`config.mk`:
```
export PLATFORM = sky130hd
export DESIGN_NAME = idelay_tap_scanner
export DESIGN_NICKNAME = d
export VERILOG_FILES = /design/src/rtl/idelay_tap_scanner.sv
export SDC_FILE = /design/constraint.sdc
export NUM_CORES = 1
export LEC_CHECK = 0
export CAP_MARGIN = 20
export CORE_MARGIN = 3
export CORE_UTILIZATION = 45
export DETAILED_ROUTE_END_ITERATION = 10
export MAX_ROUTING_LAYER = met4
export PLACE_DENSITY_LB_ADDON = 0.05
export SYNTH_ARGS = -nofsm -noshare
export SYNTH_HDL_FRONTEND = slang
export SYNTH_SLANG_ARGS = --single-unit
```
`constraint.sdc`:
```
create_clock -name clk_i -period 6.5 [get_ports clk_i]
set_input_delay 0.975 -clock clk_i [delete_from_list [all_inputs] [get_ports clk_i]]
set_output_delay 0.975 -clock clk_i [all_outputs]
set_load 0.05 [all_outputs]
```
`src/rtl/idelay_tap_scanner.sv`:
```
// IDELAYE2 VAR_LOAD tap scanner: sweeps taps 0..31, finds the widest error-free window, loads its centre.
// Optional: define IDELAY_SCAN_READBACK_EN to check CNTVALUEOUT after every load and add the rb_err_o port.
module idelay_tap_scanner #(
  parameter int SETTLE_CYCLES = 16,
  parameter int SAMPLE_CYCLES = 256,
  parameter int ERR_W         = 16
) (
  input  logic       clk_i,
  input  logic       rst_i,
  input  logic       cal_rdy_i,
  input  logic       start_i,
  input  logic       data_in_i,
  input  logic       ref_in_i,
  output logic       dly_ld_o,
  output logic [4:0] dly_cntvalue_o,
  input  logic [4:0] dly_cntout_i,
  output logic       busy_o,
  output logic       done_o,
  output logic       aborted_o,
  output logic [4:0] best_tap_o,
  output logic       best_valid_o,
  output logic [5:0] win_len_o
`ifdef IDELAY_SCAN_READBACK_EN
  ,
  output logic       rb_err_o
`endif
);

  typedef enum logic [2:0] {
    S_IDLE,
    S_LOAD,
    S_SETTLE,
    S_SAMPLE,
    S_EVAL,
    S_APPLY,
    S_APPLYWAIT
  } state_t;

  localparam logic [15:0]      SETTLE_INIT = 16'(SETTLE_CYCLES - 1);
  localparam logic [15:0]      SAMPLE_INIT = 16'(SAMPLE_CYCLES - 1);
  localparam logic [ERR_W-1:0] ERR_MAX     = '1;
  localparam logic [4:0]       LAST_TAP    = 5'd31;

  state_t           state_q;
  logic [4:0]       tap_q;
  logic [15:0]      timer_q;
  logic [ERR_W-1:0] err_q;
  logic             run_open_q;
  logic [4:0]       run_start_q;
  logic [5:0]       run_len_q;
  logic [4:0]       best_start_q;
  logic [5:0]       best_len_q;

  logic             dly_ld_q;
  logic [4:0]       cntval_q;
  logic             busy_q;
  logic             done_q;
  logic             aborted_q;
  logic [4:0]       best_tap_q;
  logic             best_valid_q;
  logic [5:0]       win_len_q;

  logic [ERR_W-1:0] err_d;
  logic             tap_clean;
  logic [4:0]       ext_start_d;
  logic [5:0]       ext_len_d;
  logic             take_best;
  logic [4:0]       best_start_d;
  logic [5:0]       best_len_d;
  logic [4:0]       centre_d;

`ifdef IDELAY_SCAN_READBACK_EN
  logic rb_err_q;
  logic rb_mis;

  assign rb_mis = ((state_q == S_SETTLE && timer_q == SETTLE_INIT) || state_q == S_APPLYWAIT)
                  && (dly_cntout_i != cntval_q);
  assign rb_err_o = rb_err_q;
`else
  logic unused_cntout;
  assign unused_cntout = ^dly_cntout_i;
`endif

  always_comb begin
    err_d = (err_q == ERR_MAX) ? err_q
                               : err_q + {{(ERR_W-1){1'b0}}, (data_in_i ^ ref_in_i)};
    tap_clean = (err_q == '0);

    // Candidate run: the open run extended by this tap when clean, else the open run as it stands.
    ext_start_d = run_start_q;
    ext_len_d   = run_len_q;
    if (tap_clean) begin
      ext_start_d = run_open_q ? run_start_q : tap_q;
      ext_len_d   = run_open_q ? run_len_q + 6'd1 : 6'd1;
    end

    take_best    = (!tap_clean || tap_q == LAST_TAP) && (ext_len_d > best_len_q);
    best_start_d = take_best ? ext_start_d : best_start_q;
    best_len_d   = take_best ? ext_len_d   : best_len_q;
    centre_d     = (best_len_d == 6'd0) ? 5'd0
                                        : best_start_d + 5'((best_len_d - 6'd1) >> 1);
  end

  always_ff @(posedge clk_i or posedge rst_i) begin
    if (rst_i) begin
      state_q      <= S_IDLE;
      tap_q        <= '0;
      timer_q      <= '0;
      err_q        <= '0;
      run_open_q   <= 1'b0;
      run_start_q  <= '0;
      run_len_q    <= '0;
      best_start_q <= '0;
      best_len_q   <= '0;
      dly_ld_q     <= 1'b0;
      cntval_q     <= '0;
      busy_q       <= 1'b0;
      done_q       <= 1'b0;
      aborted_q    <= 1'b0;
      best_tap_q   <= '0;
      best_valid_q <= 1'b0;
      win_len_q    <= '0;
`ifdef IDELAY_SCAN_READBACK_EN
      rb_err_q     <= 1'b0;
`endif
    end else begin
      dly_ld_q  <= 1'b0;
      done_q    <= 1'b0;
      aborted_q <= 1'b0;

      if (state_q != S_IDLE && !cal_rdy_i) begin
        state_q      <= S_IDLE;
        busy_q       <= 1'b0;
        aborted_q    <= 1'b1;
        best_valid_q <= 1'b0;
        win_len_q    <= '0;
        run_open_q   <= 1'b0;
        run_len_q    <= '0;
      end else begin
        case (state_q)
          S_IDLE: begin
            if (start_i && cal_rdy_i) begin
              state_q      <= S_LOAD;
              busy_q       <= 1'b1;
              tap_q        <= '0;
              err_q        <= '0;
              best_valid_q <= 1'b0;
              win_len_q    <= '0;
              run_open_q   <= 1'b0;
              run_start_q  <= '0;
              run_len_q    <= '0;
              best_start_q <= '0;
              best_len_q   <= '0;
              dly_ld_q     <= 1'b1;
              cntval_q     <= '0;
`ifdef IDELAY_SCAN_READBACK_EN
              rb_err_q     <= 1'b0;
`endif
            end
          end

          S_LOAD: begin
            state_q <= S_SETTLE;
            timer_q <= SETTLE_INIT;
            err_q   <= '0;
          end

          S_SETTLE: begin
`ifdef IDELAY_SCAN_READBACK_EN
            if (rb_mis) begin
              err_q    <= ERR_MAX;
              rb_err_q <= 1'b1;
            end
`endif
            if (timer_q == '0) begin
              state_q <= S_SAMPLE;
              timer_q <= SAMPLE_INIT;
            end else begin
              timer_q <= timer_q - 16'd1;
            end
          end

          S_SAMPLE: begin
            err_q <= err_d;
            if (timer_q == '0) begin
              state_q <= S_EVAL;
            end else begin
              timer_q <= timer_q - 16'd1;
            end
          end

          S_EVAL: begin
            best_start_q <= best_start_d;
            best_len_q   <= best_len_d;
            if (tap_clean) begin
              run_open_q  <= 1'b1;
              run_start_q <= ext_start_d;
              run_len_q   <= ext_len_d;
            end else begin
              run_open_q  <= 1'b0;
              run_len_q   <= '0;
            end
            dly_ld_q <= 1'b1;
            if (tap_q == LAST_TAP) begin
              // Window may end on the last tap; it was closed into best_*_d above.
              state_q      <= S_APPLY;
              cntval_q     <= centre_d;
              best_tap_q   <= centre_d;
              win_len_q    <= best_len_d;
              best_valid_q <= (best_len_d != 6'd0);
              run_open_q   <= 1'b0;
              run_len_q    <= '0;
            end else begin
              state_q  <= S_LOAD;
              tap_q    <= tap_q + 5'd1;
              cntval_q <= tap_q + 5'd1;
            end
          end

          S_APPLY: begin
            state_q <= S_APPLYWAIT;
          end

          S_APPLYWAIT: begin
`ifdef IDELAY_SCAN_READBACK_EN
            if (rb_mis) rb_err_q <= 1'b1;
`endif
            state_q <= S_IDLE;
            done_q  <= 1'b1;
            busy_q  <= 1'b0;
          end

          default: begin
            state_q <= S_IDLE;
            busy_q  <= 1'b0;
          end
        endcase
      end
    end
  end

  assign dly_ld_o       = dly_ld_q;
  assign dly_cntvalue_o = cntval_q;
  assign busy_o         = busy_q;
  assign done_o         = done_q;
  assign aborted_o      = aborted_q;
  assign best_tap_o     = best_tap_q;
  assign best_valid_o   = best_valid_q;
  assign win_len_o      = win_len_q;

endmodule
```
# Word level (Yosys, flattened, before mapping)
# Index checks and enable logic that the tools add are counted.
# word_totals
inputBits	11
elab_cells	124
regBits	84
# op_classes
n_eq_ne	18
n_lt_le_gt_ge	1
n_reduce_logical	27
mux	53
add_sub_neg	6
bitwise	2
# ops
operator	n
$pmux 16 s3	2
$mux 16	4
$mux 6	9
$mux 5	8
$pmux 5 s2	4
$pmux 6 s2	3
$logic_not 16->1	2
$pmux 3 s6	1
$add 16x1->16	1
$eq 16x16->1 const B	1
$sub 16x1->16 const B	1
$mux 3	5
$reduce_and 3->1	5
$mux 1	13
$ne 3x3->1 const B	4
$reduce_and 4->1	3
$reduce_bool 3->1	4
$ne 2x2->1 const B	5
$eq 3x3->1 const B	3
$pmux 1 s2	4
$add 6x1->6 const B	1
$eq 3x2->1 const B	2
$gt 6x6->1	1
$logic_not 6->1	1
other kinds (16)	20

# Longest topological paths before layout
# depth
ltp_word	11
depth_mapped	28

# Least setup slack after synthesis
# OpenSTA, ideal clock, no wires.
# synth_path
kind	register to register
start	register err_q[1]
end	register best_tap_q[4], in the netlist best_tap_o[4]
required_time_ns	6.374
path_stages_with_launch	26
synth_period_minus_slack_ns	5.105
t_arrival_ns	4.979
setup_ns	0.126
path_slack_ns	1.395
path_cell_list	dfrtp_1 -> nor4_1 -> and4_1 -> buf_4 -> buf_6 -> nand2_1 -> o21ai_0 -> ha_1 -> nand4_1 -> a21oi_1 -> o31ai_2 -> nor2_1 -> buf_2 -> clkbuf_1 -> nand2_1 -> o21ai_0 -> ha_1 -> fa_1 -> a21o_1 -> a21oi_1 -> nor2b_1 -> o22a_1 -> a211oi_1 -> or3_1 -> a21o_1 -> nand3_1
# synth_between
elab_chain_cells	8
# synth_lines
element	line_no	text
from (decl)	47	logic [ERR_W-1:0] err_q;
from (signal assigned)	184	err_q <= err_d;
$logic_not 16->1 (*)	87	tap_clean = (err_q == '0);
$mux 6 / $logic_not 1->1 (equally long branches)	92, 97	
$gt 6x6->1 / $logic_or 1x1->1 (equally long branches)	97	take_best = (!tap_clean || tap_q == LAST_TAP) && (ext_len_d > best_len_q);
$logic_and 1x1->1	97	
$mux 6	99	best_len_d = take_best ? ext_len_d : best_len_q;
$sub 6x1->6	101	: best_start_d + 5'((best_len_d - 6'd1) >> 1);
$add 5x5->5	101	
$mux 5 (*)	100	centre_d = (best_len_d == 6'd0) ? 5'd0
to (signal assigned)	208	best_tap_q <= centre_d;
to (decl)	59	logic [4:0] best_tap_q;
# Mark *: on every way between the ends. The rest lies on a longest branch, timed or not.
# A chain may end at the register's enable or synchronous reset.

# Final worst setup path
# layout_path
start	register err_q[12]
end	register best_tap_q[4], in the netlist best_tap_o[4]
# The elaborated chain is that of the path after synthesis.

==> flow_results.org <==
** Outcome
- Outcome :: finished, final reports clean

** Routing
- For this block, the initial DRC count from the detailed router was 176.
- The final layout contains routed wiring with a total length of 10700 um.
- After detailed routing, the average wire length per cell comes to 15.6 um.
- Detailed routing inserted a total of 3858 vias.
- The count of nets left with antenna violations once routing finished came out at 0.
- Detailed-route vias per instance :: 5.63
- In the routed design, unresolved DRC markers number 0.
- Before antenna repair, the detailed router went through 5 iterations.

** Synthesis
- Synth Net Count :: 551
- Top cells by area in the synthesized netlist :: sky130_fd_sc_hd__dfrtp_1 (44%), sky130_fd_sc_hd__o21ai_0 (5.3%), sky130_fd_sc_hd__nand2_1 (4.9%), sky130_fd_sc_hd__ha_1 (4.2%), sky130_fd_sc_hd__nor2_1 (3.7%)
- sky130_fd_sc_hd__dfrtp_1 is the most common cell in the netlist.
- The share of synthesized area in the top cell type comes to 43.8%.
- Seq/Total Area, Yosys :: 43.8%
- In the synthesized netlist the dominant register cell turns out to be sky130_fd_sc_hd__dfrtp_1.
- Average cell area after synthesis :: 9.17 um2
- After synthesis the cells add up to 0.00480 mm2.
- The number of different library cells used by synthesis comes to 62.
- Yosys reg bits :: 84
- Yosys mapped a number of flops with a built-in enable equal to 0.
- In the synthesized netlist the async set-or-reset flop fraction comes to 100%.
- Synth warnings :: 0
- Mapped Cells :: 523
- Commonest cells in the synthesized netlist :: sky130_fd_sc_hd__dfrtp_1 (84), sky130_fd_sc_hd__nand2_1 (63), sky130_fd_sc_hd__o21ai_0 (51)
- Largest area contributor in the synthesized netlist :: sky130_fd_sc_hd__dfrtp_1

** Timing
- Period utilization :: 83.0%
- In the final timing run, aggregate negative setup slack is 0 ps.
- Period minus WS final :: 5390 ps
- Final setup slack of the worst path :: 1110 ps
- The final count of hold timing violations was 0.
- Unrepaired setup endpoints after global routing :: no
- The worst pin sits at a relative slew slack of 41.9%.
- Clock skew after layout :: 5.34 ps
- At the pin with the least slew margin, the transition time is 868 ps.
- Max-slew violation total from the final report :: 0
- Number of setup violations in the final report :: 0
- Final hold analysis gives a worst-case slack of 481 ps.
- Maximum achievable frequency :: 0.185 GHz

** Critical path
- The critical path goes through nor4_1 -> and4_1 -> nand2_1 -> o21ai_0 -> ha_1 -> nand4_1 -> or2_2 -> o31ai_2 -> buf_4 -> nor2_1 -> buf_4 -> nand2_1 -> o21ai_0 -> ha_1 -> fa_1 -> a21o_1 -> a21oi_1 -> nor2b_1 -> o22a_1 -> a211oi_1 -> or3_1 -> a21o_1 -> nand3_1.
- The worst register-to-register path ends at best_tap_o[4].
- In this run the critical register-to-register path is launched from err_q[12].
- Critical Path Start Type :: flop
- Critical Path Sink Type :: flop
- Top fanout value on the critical path :: 12
- The largest individual stage delay along the critical path comes from the cell sky130_fd_sc_hd__o21ai_0.
- CP peak stage delay :: 470 ps
- R2R depth :: 23
- Required @ worst endpoint :: 6740 ps
- Classification of the worst setup path :: reg -> reg
- Critical Path AT :: 5640 ps
- Across all register-to-register paths, the minimum setup slack is 1110 ps.

** Worst hold path
- End of the worst hold path :: win_len_o[5]
- In this run the most critical hold path is launched from win_len_o[5].
- The min-delay analysis places its worst path in the category reg -> reg.
- Cells on Worst Hold Path :: 1

** Power
- After layout, the design draws a total of 0.00108 W.
- In this run the static leakage power is 2.38 nW.
- For this design the ratio of total power to cell area is 201 mW/mm2.
- Worst vdd ir :: 123 uV

** CTS
- The clock net in this run drives a total of 84 sinks.
- In this run the clock root is driven by a sky130_fd_sc_hd__clkbuf_8.
- After clock tree synthesis, the repair step resized 0 gates.
- The clock passes through at most 2 buffers.
- TritonCTS built the clock tree.
- Num CTS Buffers :: 9
- Post-CTS Setup Repair Bufs :: 0
- Clock latency of the later-clocked register in the worst-skew pair :: 360 ps
- Post-CTS clock slew at the launch and capture registers of the worst setup and hold paths :: 80 ps
- Hold-fix buffer count after cts :: 0
- The H-tree was split into 3 levels.

** Global routing
- Antenna violations before repair :: 0
- Remaining global-route overflow :: 0
- The via count of the first global-routing pass is 3817.
- Global routing used 20.3% of the available tracks.
- Entering global routing, the biggest net connects 57 pins.
- The first global-routing pass estimated 18700 um of wire.

** Placed design
- At the placement stage, the worst setup path has a slack of 1110 ps.
- The wire-length estimate of the detail-placed layout is 7520 um.
- PortBufs :: 26
- Global placer's final weighted congestion :: 0.847

** Finish
- Summing all multi-input logic gate instances after layout gives 0.00253 mm2.
- Storage element area :: 0.00210 mm2
- The filler cells instantiated in the layout total 1003.
- The final layout contains 572 nets.
- The area growth from synthesis to layout is 11.8%.
- In the final layout, the share of cells above drive strength 1 is 7.29%.
- Antenna cell count :: 0

** Flow run
- # Max-Cap Violations :: 0

** Floorplanning
- The die covers 0.0119 mm2.
- Width of the die :: 109 um
- Row generation in the floorplan step produced 37 rows.
- Area of the core :: 0.0104 mm2
- Starting density of the core :: 46.3%
- I/O Pins :: 32
- The die is 109 um tall.
worst max-delay path: cells and delay by family, from the launching register on:
kind | cells | cell delay [ps]
DFF | 1 | 430
adders and majority gates | 3 | 860
and+or+nand+nor | 10 | 1760
buffers and inverters | 2 | 410
AOI/OAI and AO/OA | 8 | 1830
per-stage QoR:
step                      util (%)  instance area [um2]  std cells
after detailed placement      49.9                 5170        669
after floorplan                  -                 4800        523
after global placement        49.9                 5170        669
after CTS                     51.7                 5370        685
final                         51.7                 5370        685
after global routing          51.7                 5370        685
state kept, by name, indices dropped and copies added (netlist names):
register and flops:
aborted_o 1, best_len_q 6, best_start_q 5, best_tap_o 5, best_valid_o 1, busy_o 1, dly_cntvalue_o 5, dly_ld_o 1
done_o 1, err_q 16, run_len_q 6, run_open_q 1, run_start_q 5, state_q 3, tap_q 5, timer_q 16
win_len_o 6
power by group:
group | switching [W] | internal [W]
Clock | 0.000182 | 0.000200
Sequential | 0.0000204 | 0.000542
Combinational | 0.0000840 | 0.0000504
Total | 0.000287 | 0.000792
placed cells by master (no fill, tap or decap), drive strengths merged, types with 11 or more instances in the layout:
| master | count |
|---|---|
| a21oi | 29 |
| nor3 | 12 |
| nor2 | 48 |
| o21ai | 56 |
| nand2 | 64 |
| ha | 16 |
| nand3 | 22 |
| clkdlybuf4s50 | 26 |
| dfrtp | 84 |
| xnor2 | 13 |
| a21o | 11 |
| inv | 12 |
| clkbuf | 15 |
| a22o | 17 |
how the worst max path moves through the flow:
stage / startpoint / end / slack (ps)
6_report: err_q[12] / best_tap_o[4] / 1110
5_1_grt: err_q[1] / best_tap_o[4] / 710
4_1_cts: err_q[12] / best_tap_o[4] / 1080
3_5_place_dp: err_q[12] / best_tap_o[4] / 1110
3_3_place_gp: err_q[12] / best_tap_o[4] / 1210
2_1_floorplan: err_q[1] / best_tap_o[4] / 1390
area by class of cell:
| type | count | area share, % |
|---|---|---|
| timing repair buffer | 33 | 5.83 |
| sequential | 84 | 39.2 |
| clock inverter | 1 | 0.560 |
| tap | 136 | 3.17 |
| inverter | 13 | 0.933 |
| clock buffer | 15 | 3.10 |
| multi-input combinational | 403 | 47.2 |
cells by family after synthesis:
group / after synthesis / synth area share [%]
compound gates: 151 / 20.7
mux: 9 / 2.40
xor+xnor: 20 / 3.65
simple gates: 206 / 21.5
buf+inv: 36 / 3.36
fa+ha+maj: 17 / 4.59
flops: 84 / 43.8
metal layers:
layer  track usage, %  vias to the layer above  wire, um
li1                 -                     1929         -
met1             26.4                     1859      5000
met2             31.9                       59      5110
met3             3.97                       11       350
met4             6.95                        0       191
met5                -                        -         0
Power figures use the tool's default switching activity.
